### src/rtl/game_frame_sequencer_pkg.sv
// Shared encodings and defaults for the game frame sequencer and its watchdog.
package game_pkg;

  typedef enum logic [1:0] {
    GS_IDLE  = 2'd0,
    GS_PLAY  = 2'd1,
    GS_PAUSE = 2'd2,
    GS_OVER  = 2'd3
  } game_state_t;

  typedef enum logic [1:0] {
    S_WAIT   = 2'd0,
    S_PHYS   = 2'd1,
    S_SCROLL = 2'd2,
    S_COLL   = 2'd3
  } seq_state_t;

  localparam int DEFAULT_TIMEOUT_CYC = 1_000_000;

endpackage

### src/rtl/game_frame_sequencer_phase_watchdog.sv
// Loadable up-counter that flags a unit which has not answered within TIMEOUT_CYC cycles.
module phase_watchdog
  import game_pkg::*;
#(
  parameter  int TIMEOUT_CYC = DEFAULT_TIMEOUT_CYC,
  localparam int CNT_W       = $clog2(TIMEOUT_CYC + 1)
) (
  input  logic             clk,
  input  logic             rst,
  input  logic             clear,
  input  logic             load,
  input  logic [CNT_W-1:0] load_value,
  input  logic             en,
  output logic             expired
);

  localparam logic [CNT_W-1:0] LIMIT = CNT_W'(TIMEOUT_CYC);

  logic [CNT_W-1:0] count_reg;

  // Holds at the limit so a late clear cannot race a wrapped count.
  always_ff @(posedge clk) begin
    if (rst) begin
      count_reg <= '0;
    end else if (load) begin
      count_reg <= load_value;
    end else if (clear) begin
      count_reg <= '0;
    end else if (en && !expired) begin
      count_reg <= count_reg + CNT_W'(1);
    end
  end

  assign expired = (count_reg == LIMIT);

endmodule

### src/rtl/game_frame_sequencer.sv
// Per-frame scheduler: runs physics, scroll and collision in order on each game tick and
// owns the top-level game state. Pause support is compiled in when GAME_PAUSE_EN is defined.
module game_frame_sequencer
  import game_pkg::*;
#(
  parameter int TIMEOUT_CYC = DEFAULT_TIMEOUT_CYC,
  parameter int FRAME_W     = 16
) (
  input  logic               clk,
  input  logic               rst,
  input  logic               game_tick,
  input  logic               btn_start,
  input  logic               btn_pause,
  output logic               phys_start,
  input  logic               phys_done,
  output logic               scroll_start,
  input  logic               scroll_done,
  output logic               coll_start,
  input  logic               coll_done,
  input  logic               collision,
  output logic               frame_done,
  output logic [1:0]         game_state,
  output logic [FRAME_W-1:0] frame_cnt,
  output logic               overrun,
  output logic               timeout_err
);

  localparam int WD_W = $clog2(TIMEOUT_CYC + 1);

  game_state_t        game_state_reg, game_state_next;
  seq_state_t         seq_state_reg, seq_state_next;
  logic               phys_start_reg, phys_start_next;
  logic               scroll_start_reg, scroll_start_next;
  logic               coll_start_reg, coll_start_next;
  logic               frame_done_reg, frame_done_next;
  logic [FRAME_W-1:0] frame_cnt_reg, frame_cnt_next;
  logic               overrun_reg, overrun_next;
  logic               timeout_err_reg, timeout_err_next;
  logic               wd_load, wd_clear, wd_en, wd_expired;
  logic               pause_take, pause_resume;

`ifdef GAME_PAUSE_EN
  logic pause_req_reg, pause_req_next;

  always_ff @(posedge clk) begin
    if (rst) pause_req_reg <= 1'b0;
    else     pause_req_reg <= pause_req_next;
  end

  always_comb begin
    pause_req_next = pause_req_reg;
    if (game_state_reg != GS_PLAY) pause_req_next = 1'b0;
    else if (btn_pause)            pause_req_next = 1'b1;
  end

  // A request only takes effect between frames, so an in-flight frame always finishes.
  assign pause_take   = pause_req_reg || btn_pause;
  assign pause_resume = btn_pause;
`else
  logic unused_btn_pause;
  assign unused_btn_pause = btn_pause;
  assign pause_take       = 1'b0;
  assign pause_resume     = 1'b0;
`endif

  always_ff @(posedge clk) begin
    if (rst) begin
      game_state_reg   <= GS_IDLE;
      seq_state_reg    <= S_WAIT;
      phys_start_reg   <= 1'b0;
      scroll_start_reg <= 1'b0;
      coll_start_reg   <= 1'b0;
      frame_done_reg   <= 1'b0;
      frame_cnt_reg    <= '0;
      overrun_reg      <= 1'b0;
      timeout_err_reg  <= 1'b0;
    end else begin
      game_state_reg   <= game_state_next;
      seq_state_reg    <= seq_state_next;
      phys_start_reg   <= phys_start_next;
      scroll_start_reg <= scroll_start_next;
      coll_start_reg   <= coll_start_next;
      frame_done_reg   <= frame_done_next;
      frame_cnt_reg    <= frame_cnt_next;
      overrun_reg      <= overrun_next;
      timeout_err_reg  <= timeout_err_next;
    end
  end

  always_comb begin
    game_state_next   = game_state_reg;
    seq_state_next    = seq_state_reg;
    phys_start_next   = 1'b0;
    scroll_start_next = 1'b0;
    coll_start_next   = 1'b0;
    frame_done_next   = 1'b0;
    frame_cnt_next    = frame_cnt_reg;
    overrun_next      = overrun_reg;
    timeout_err_next  = timeout_err_reg;
    wd_load           = 1'b0;

    case (game_state_reg)
      GS_IDLE: begin
        seq_state_next = S_WAIT;
        if (btn_start) begin
          game_state_next  = GS_PLAY;
          frame_cnt_next   = '0;
          overrun_next     = 1'b0;
          timeout_err_next = 1'b0;
        end
      end
      GS_PLAY: begin
        if (game_tick && seq_state_reg != S_WAIT) overrun_next = 1'b1;
        case (seq_state_reg)
          S_WAIT: begin
            if (pause_take) begin
              game_state_next = GS_PAUSE;
            end else if (game_tick) begin
              phys_start_next = 1'b1;
              seq_state_next  = S_PHYS;
              wd_load         = 1'b1;
            end
          end
          S_PHYS: begin
            if (phys_done) begin
              scroll_start_next = 1'b1;
              seq_state_next    = S_SCROLL;
              wd_load           = 1'b1;
            end else if (wd_expired) begin
              timeout_err_next = 1'b1;
              seq_state_next   = S_WAIT;
            end
          end
          S_SCROLL: begin
            if (scroll_done) begin
              coll_start_next = 1'b1;
              seq_state_next  = S_COLL;
              wd_load         = 1'b1;
            end else if (wd_expired) begin
              timeout_err_next = 1'b1;
              seq_state_next   = S_WAIT;
            end
          end
          S_COLL: begin
            if (coll_done) begin
              frame_done_next = 1'b1;
              frame_cnt_next  = frame_cnt_reg + FRAME_W'(1);
              seq_state_next  = S_WAIT;
              if (collision) game_state_next = GS_OVER;
            end else if (wd_expired) begin
              timeout_err_next = 1'b1;
              seq_state_next   = S_WAIT;
            end
          end
          default: seq_state_next = S_WAIT;
        endcase
      end
      GS_PAUSE: begin
        seq_state_next = S_WAIT;
        if (pause_resume) game_state_next = GS_PLAY;
      end
      GS_OVER: begin
        seq_state_next = S_WAIT;
        if (btn_start) game_state_next = GS_IDLE;
      end
      default: game_state_next = GS_IDLE;
    endcase
  end

  // The start cycle itself counts as the first waiting cycle, hence the load value of 1.
  assign wd_en    = (game_state_reg == GS_PLAY) && (seq_state_reg != S_WAIT);
  assign wd_clear = (seq_state_reg == S_WAIT);

  phase_watchdog #(
    .TIMEOUT_CYC(TIMEOUT_CYC)
  ) u_watchdog (
    .clk       (clk),
    .rst       (rst),
    .clear     (wd_clear),
    .load      (wd_load),
    .load_value(WD_W'(1)),
    .en        (wd_en),
    .expired   (wd_expired)
  );

  assign phys_start   = phys_start_reg;
  assign scroll_start = scroll_start_reg;
  assign coll_start   = coll_start_reg;
  assign frame_done   = frame_done_reg;
  assign game_state   = game_state_reg;
  assign frame_cnt    = frame_cnt_reg;
  assign overrun      = overrun_reg;
  assign timeout_err  = timeout_err_reg;

endmodule

### config.mk
export PLATFORM = sky130hd
export DESIGN_NAME = game_frame_sequencer
export DESIGN_NICKNAME = d
export VERILOG_FILES = /design/src/rtl/game_frame_sequencer_pkg.sv /design/src/rtl/game_frame_sequencer_phase_watchdog.sv /design/src/rtl/game_frame_sequencer.sv
export SDC_FILE = /design/constraint.sdc
export NUM_CORES = 1
export LEC_CHECK = 0
export ABC_CLOCK_PERIOD_IN_PS = 2700
export BUFFER_PORTS_ARGS = -buffer_cell sky130_fd_sc_hd__buf_2
export CAP_MARGIN = 15
export CORE_UTILIZATION = 40
export CTS_CLUSTER_SIZE = 12
export DETAILED_ROUTE_END_ITERATION = 12
export GPL_TIMING_DRIVEN = 0
export SYNTH_ARGS = -nofsm -noshare
export SYNTH_HDL_FRONTEND = slang
export SYNTH_SLANG_ARGS = --single-unit
### constraint.sdc
create_clock -name clk -period 2.7 [get_ports clk]
set_input_delay 0.54 -clock clk [delete_from_list [all_inputs] [get_ports clk]]
set_output_delay 0.54 -clock clk [all_outputs]
set_load 0.01 [all_outputs]
==> out/summary.txt, run 1 <==
Routed Antenna Nets: 0
Post-synthesis cell type count: 51
R2R Setup Slk: 0.43 ns
Unrepaired setup endpoints after global routing: no
Post-Syn Area: 2310 um2
Placed insts: 366
Layout Cells excl Fill: 374
Post-cts sizing count: 0
Clk_skew: 0.0111 ns
Wirelength, routed: 4.99 mm
Top layer in use: met4
Final Cycle Share: 84.0%
Register area: 921 um2
I/O Buffers: 30
Mapped Cells: 264
CTS tree: done
Placed instance area: 2550 um2
Max reg flops: 20
Drt wl/cell: 13.3 um
Htree depth: 2
Crit path kind: flop to flop
# DRC: 0
Pins Over Slew Limit: 0
Worst path required time: 2.94 ns
Status: finished clean
Final cell area excluding filler cells: 2700 um2
Top cell type's share of synthesized area: 39.8%
Class of the worst hold path: primary input to flop
Layout area overhead: 16.5%
Placer Congestion: 0.779
Fillers: 567
Area taken by multi-input logic gates: 1290 um2
Seq cells post-synth: 46
Fin util: 48.7%
Num CTS Buffers: 5
Most frequent cell after synthesis: dfxtp_1
Final setup TNS: 0 ns
Post-Synthesis Net Count: 280
Max Cap Viol: 0
WL met2: 2.16 mm
CTS Sinks: 46
Initial Util: 41.8%
Largest net degree at the start of global routing: 15
Startpoint types: flop
CTS clk-pin slew, worst paths: 0.09 ns
Setup violators final: 0
Clk Latency, worst-skew pair: 0.31 ns
PD cells: 512 nW/um2
Rows: 27
Number of post-CTS setup repair buffers: 0
Initial drt markers: 107
Top FF cell, synth: dfxtp_1
CP endpoint kind: flop
Seq/Total Area, Yosys: 39.8%
Gr usage total: 17.9%
Fmax: 0.441 GHz
LEAKAGE: 0.984 nW
Power, Total: 1.38 mW
Worst EP arrival: 2.51 ns
DIE AREA: 6090 um2
Post-synth ARST share: 0%
Antenna violations before repair: 0
Root Buffer: clkbuf_8
Top Ports: 33
Hold Vio Cnt, Final: 0
Worst slew pin tran: 0.755 ns
First-pass GRT wire length: 8.62 mm
Ys Warns: 0
Final HPWL DP: 3.66 mm
Syn avg cell area: 8.76 um2
Met1 wire length: 2.60 mm
Std-Cell Core Area: 5540 um2
Nets: 317
Post-synth EDFFs: 0
Die height: 78.1 um
Die width: 78.1 um
Minimum clock period: 2.27 ns
Post-synth top cells: dfxtp_1 (46), nor2_1 (28), nand2_1 (21), xor2_1 (17)
Drt pass-1 iters: 4
Grt ovf: 0
Via/cell ratio: 5.28
CTS Hold Buffers Added: 0
Top cell type by total area after synthesis: dfxtp_1
Vias in the first global route: 1787
Layout cells sized above 1: 16.2%
Worst vdd ir: 0.000410 V
Ant diodes: 0
Max_slew headroom: 49.5%
Met3 WL: 152 um
Clock buffer depth: 2
Via count: 1975
Synth top area cells: dfxtp_1 (40%), xor2_1 (6.4%), nor2_1 (4.5%)
Crit-path max FO: 10
[through the flow]
step	hold slack, ns	setup slack, ns
floorplan	0.452	0.706
global placement	0.460	0.460
detailed placement	0.472	0.451
CTS	0.469	0.431
global route	0.477	0.327
finish	0.477	0.431
[worst paths after layout]
check,cells after the start,start,to
worst max-delay path,8,seq_state_reg[0]$_SDFFE_PP0P_,u_watchdog.count_reg[14]$_SDFFE_PP0P_
worst min-delay path,2,btn_start,game_state[1]$_SDFFE_PP0P_
worst max register to register,8,seq_state_reg[0]$_SDFFE_PP0P_,u_watchdog.count_reg[14]$_SDFFE_PP0P_
worst min register to register,2,overrun$_SDFFE_PP0P_,overrun$_SDFFE_PP0P_
[cell families (layout without fill, tap and decap cells)]
| family | count (synthesis) | after routing | share of synthesized area [%] |
|---|---|---|---|
| buffers and inverters | 22 | 60 | 4.60 |
| adders and majority gates | 7 | 7 | 3.79 |
| DFF | 46 | 46 | 39.8 |
| muxes | 2 | 2 | 0.865 |
| xor gates and xnor gates | 21 | 21 | 7.95 |
| AOI/OAI and AO/OA | 47 | 47 | 14.5 |
| and+or+nand+nor | 119 | 119 | 28.4 |
[layout by cell type, fill, tap and decap left out, types with 11 or more instances in the layout]
| cell | netlist | routed |
|---|---|---|
| a21oi_1 | 13 | 13 |
| inv_1 | 11 | 11 |
| nand2_1 | 21 | 21 |
| dfxtp_1 | 46 | 46 |
| nand4_1 | 13 | 13 |
| xor2_1 | 17 | 17 |
| nand3_1 | 13 | 13 |
| buf_2 | 1 | 31 |
| nor2_1 | 28 | 28 |
[final cells by class]
type,count,area share (%)
buffer,11,2.41
clock buffer,6,3.06
clock inverter,2,2.23
inverter,11,1.53
multi-input combinational,196,47.7
sequential,46,34.2
tap,72,3.34
timing repair buffer,30,5.57
[power breakdown]
group	internal [mW]	switching [mW]
Clock	0.395	0.240
Combinational	0.0204	0.0382
Sequential	0.682	0.00490
[worst max-delay path, cell delays in order, from the launching register on]
cell and delay, ns:
dfxtp_1 0.41, inv_1 0.09, ha_1 0.25, nor3b_4 0.36, and2_1 0.23, a21bo_1 0.26, buf_6 0.15, or3_1 0.33
a21oi_1 0.13
[routing by layer]
| layer | GRT usage [%] | vias up |
|---|---|---|
| met4 | 7.22 | 0 |
| li1 | - | 1023 |
| met1 | 25.7 | 911 |
| met3 | 3.14 | 8 |
| met5 | 0 | - |
| met2 | 26.5 | 33 |
No activity file was read; power rests on OpenSTA's default activity.
==> inputs of run 2 (changes only) <==
Settings changed: ABC_CLOCK_PERIOD_IN_PS 2700 to 2300.
Clock period 2.7 ns to 2.3 ns, I/O delays scaled along.
==> out/summary.txt, run 2 (synthesis gave the netlist of run 1 again) <==
Top Ports: 33 (unchanged)
Placed instance area: 2550 um2 (unchanged)
Worst Setup SP: seq_state_reg[0]$_SDFFE_PP0P_ (unchanged)
Rows: 27 (unchanged)
I/O Buffers: 30 (unchanged)
CP endpoint kind: flop (unchanged)
Htree depth: 2 (unchanged)
PD cells: 592 nW/um2 (was 512 nW/um2)
Ant diodes: 0 (unchanged)
Drt pass-1 iters: 4 (unchanged)
Critical Path End: u_watchdog.count_reg[14]$_SDFFE_PP0P_ (unchanged)
Commonest non-fill, non-tap cell in the layout: dfxtp_1 (unchanged)
Startpoint types: flop (unchanged)
DIE AREA: 6090 um2 (unchanged)
Max reg flops: 20 (unchanged)
Dpl ws: 0.0506 ns (was 0.451 ns)
Crit-path max FO: 10 (unchanged)
WP buf/inv: 2 (unchanged)
Routed Antenna Nets: 0 (unchanged)
Root Buffer: clkbuf_8 (unchanged)
Slowest cell delay on critical path: 0.41 ns (about the same)
# DRC: 0 (unchanged)
Num CTS Buffers: 5 (unchanged)
Status: finished clean (unchanged)
Layout cells sized above 1: 16.8% (was 16.2%)
Largest net degree at the start of global routing: 15 (unchanged)
Max_slew headroom: 61.1% (was 49.5%)
First-pass GRT wire length: 8.62 mm (unchanged)
Clk Latency, worst-skew pair: 0.30 ns (was 0.31 ns)
Fin util: 49.3% (was 48.7%)
Slowest cell on crit path: dfxtp_1 (unchanged)
Clk_skew: 0.0105 ns (was 0.0111 ns)
Grt ovf: 0 (unchanged)
Via/cell ratio: 5.28 (about the same)
Die height: 78.1 um (unchanged)
Gr usage total: 17.9% (unchanged)
Crit path kind: flop to flop (unchanged)
Power, Total: 1.62 mW (was 1.38 mW)
Worst R2R Path Depth: 8 (unchanged)
Max Cap Viol: 0 (unchanged)
Hold Vio Cnt, Final: 0 (unchanged)
CTS tree: done (unchanged)
Worst path required time: 2.54 ns (was 2.94 ns)
CTS clk-pin slew, worst paths: 0.09 ns (about the same)
Final WS setup: 0.126 ns (was 0.431 ns)
Fmax: 0.460 GHz (was 0.441 GHz)
Final setup TNS: 0 ns (unchanged)
Die width: 78.1 um (unchanged)
CP Cell Sequence: inv_1, ha_1, nor3b_4, and2_1, a21bo_1, buf_6, or3_1, a21oi_1 (unchanged)
Class of the worst hold path: primary input to flop (unchanged)
Reg2reg end: u_watchdog.count_reg[14]$_SDFFE_PP0P_ (unchanged)
LEAKAGE: 0.991 nW (was 0.984 nW)
Via count: 1981 (was 1975)
Unrepaired setup endpoints after global routing: yes (was no)
Layout area overhead: 18.1% (was 16.5%)
Hold path start: btn_start (unchanged)
Minimum clock period: 2.17 ns (was 2.27 ns)
Drt wl/cell: 13.3 um (about the same)
Nets: 318 (was 317)
CTS Hold Buffers Added: 0 (unchanged)
CTS Sinks: 46 (unchanged)
CP Depth: 8 (unchanged)
Antenna violations before repair: 0 (unchanged)
Std-Cell Core Area: 5540 um2 (unchanged)
Final HPWL DP: 3.66 mm (unchanged)
Final Cycle Share: 94.5% (was 84.0%)
Wirelength, routed: 4.99 mm (about the same)
Placer Congestion: 0.779 (unchanged)
Setup violators final: 0 (unchanged)
Vias in the first global route: 1787 (unchanged)
Worst slew pin tran: 0.583 ns (was 0.755 ns)
Pins Over Slew Limit: 0 (unchanged)
Most frequent cells in the layout: dfxtp_1 (46), buf_2 (31), nor2_1 (28) (unchanged)
Worst R2R Start: seq_state_reg[0]$_SDFFE_PP0P_ (unchanged)
Worst vdd ir: 0.000466 V (was 0.000410 V)
Worst EP arrival: 2.41 ns (was 2.51 ns)
R2R Setup Slk: 0.13 ns (was 0.43 ns)
Initial Util: 41.8% (unchanged)
Delay-heaviest family, CP: simple AND/OR/NAND/NOR gates (unchanged)
Initial drt markers: 89 (was 107)
Final cell area excluding filler cells: 2730 um2 (was 2700 um2)
Clock buffer depth: 2 (unchanged)
==> run 2: cell count changes in the layout (fill, tap and decap cells not counted), sizes merged <==
cell / delta
buf: +1
==> run 2: layout make-up <==
class | count | area (um2)
Multi-Input combinational cell | 196 | 1310
Timing Repair Buffer | 31 | 158
Sequential cell | 46 | 921
Tap cell | 72 | 90.1
Clock inverter | 2 | 60.1
Clock buffer | 6 | 82.6
Buffer | 11 | 65.1
Fill cell | 563 | 2810
Inverter | 11 | 41.3
==> run 2: worst min-delay path by stage <==
stage	to	slack (ns)	cells after the start
2_1_floorplan	u_watchdog.count_reg[18]$_SDFFE_PP0P_	0.45	2
3_3_place_gp	overrun$_SDFFE_PP0P_	0.46	2
3_5_place_dp	overrun$_SDFFE_PP0P_	0.47	2
4_1_cts	game_state[1]$_SDFFE_PP0P_	0.39	2
5_1_grt	game_state[1]$_SDFFE_PP0P_	0.40	2
6_report	game_state[1]$_SDFFE_PP0P_	0.40	2
==> run 2: routing by layer <==
metal	up-vias	global-route usage, %	routed length (um)
met5	-	0	0
met4	0	7.22	82
met3	7	3.14	125
met2	27	26.5	2170
met1	915	25.7	2620
li1	1032	-	-
==> run 2: timing repair <==
action                                  4_1_cts  5_1_grt
endpoints found under the setup margin        0       18
resized for setup                             0        3
endpoints found under the hold margin         0        0
setup buffers                                 0        1
==> run 2: report_power, final <==
group          switching, mW  internal (mW)  total, mW  leakage (nW)
logic                 0.0460         0.0247     0.0706         0.549
registers            0.00575          0.801      0.807         0.371
clock network          0.277          0.463      0.741        0.0714
total                  0.329           1.29       1.62         0.991
==> run 2: per-stage QoR <==
| stage | hold WS, ns | std cells |
|---|---|---|
| after floorplan | 0.452 | 264 |
| after global placement | 0.460 | 366 |
| after detailed placement | 0.472 | 366 |
| after CTS | 0.389 | 374 |
| after global routing | 0.397 | 375 |
| final | 0.401 | 375 |
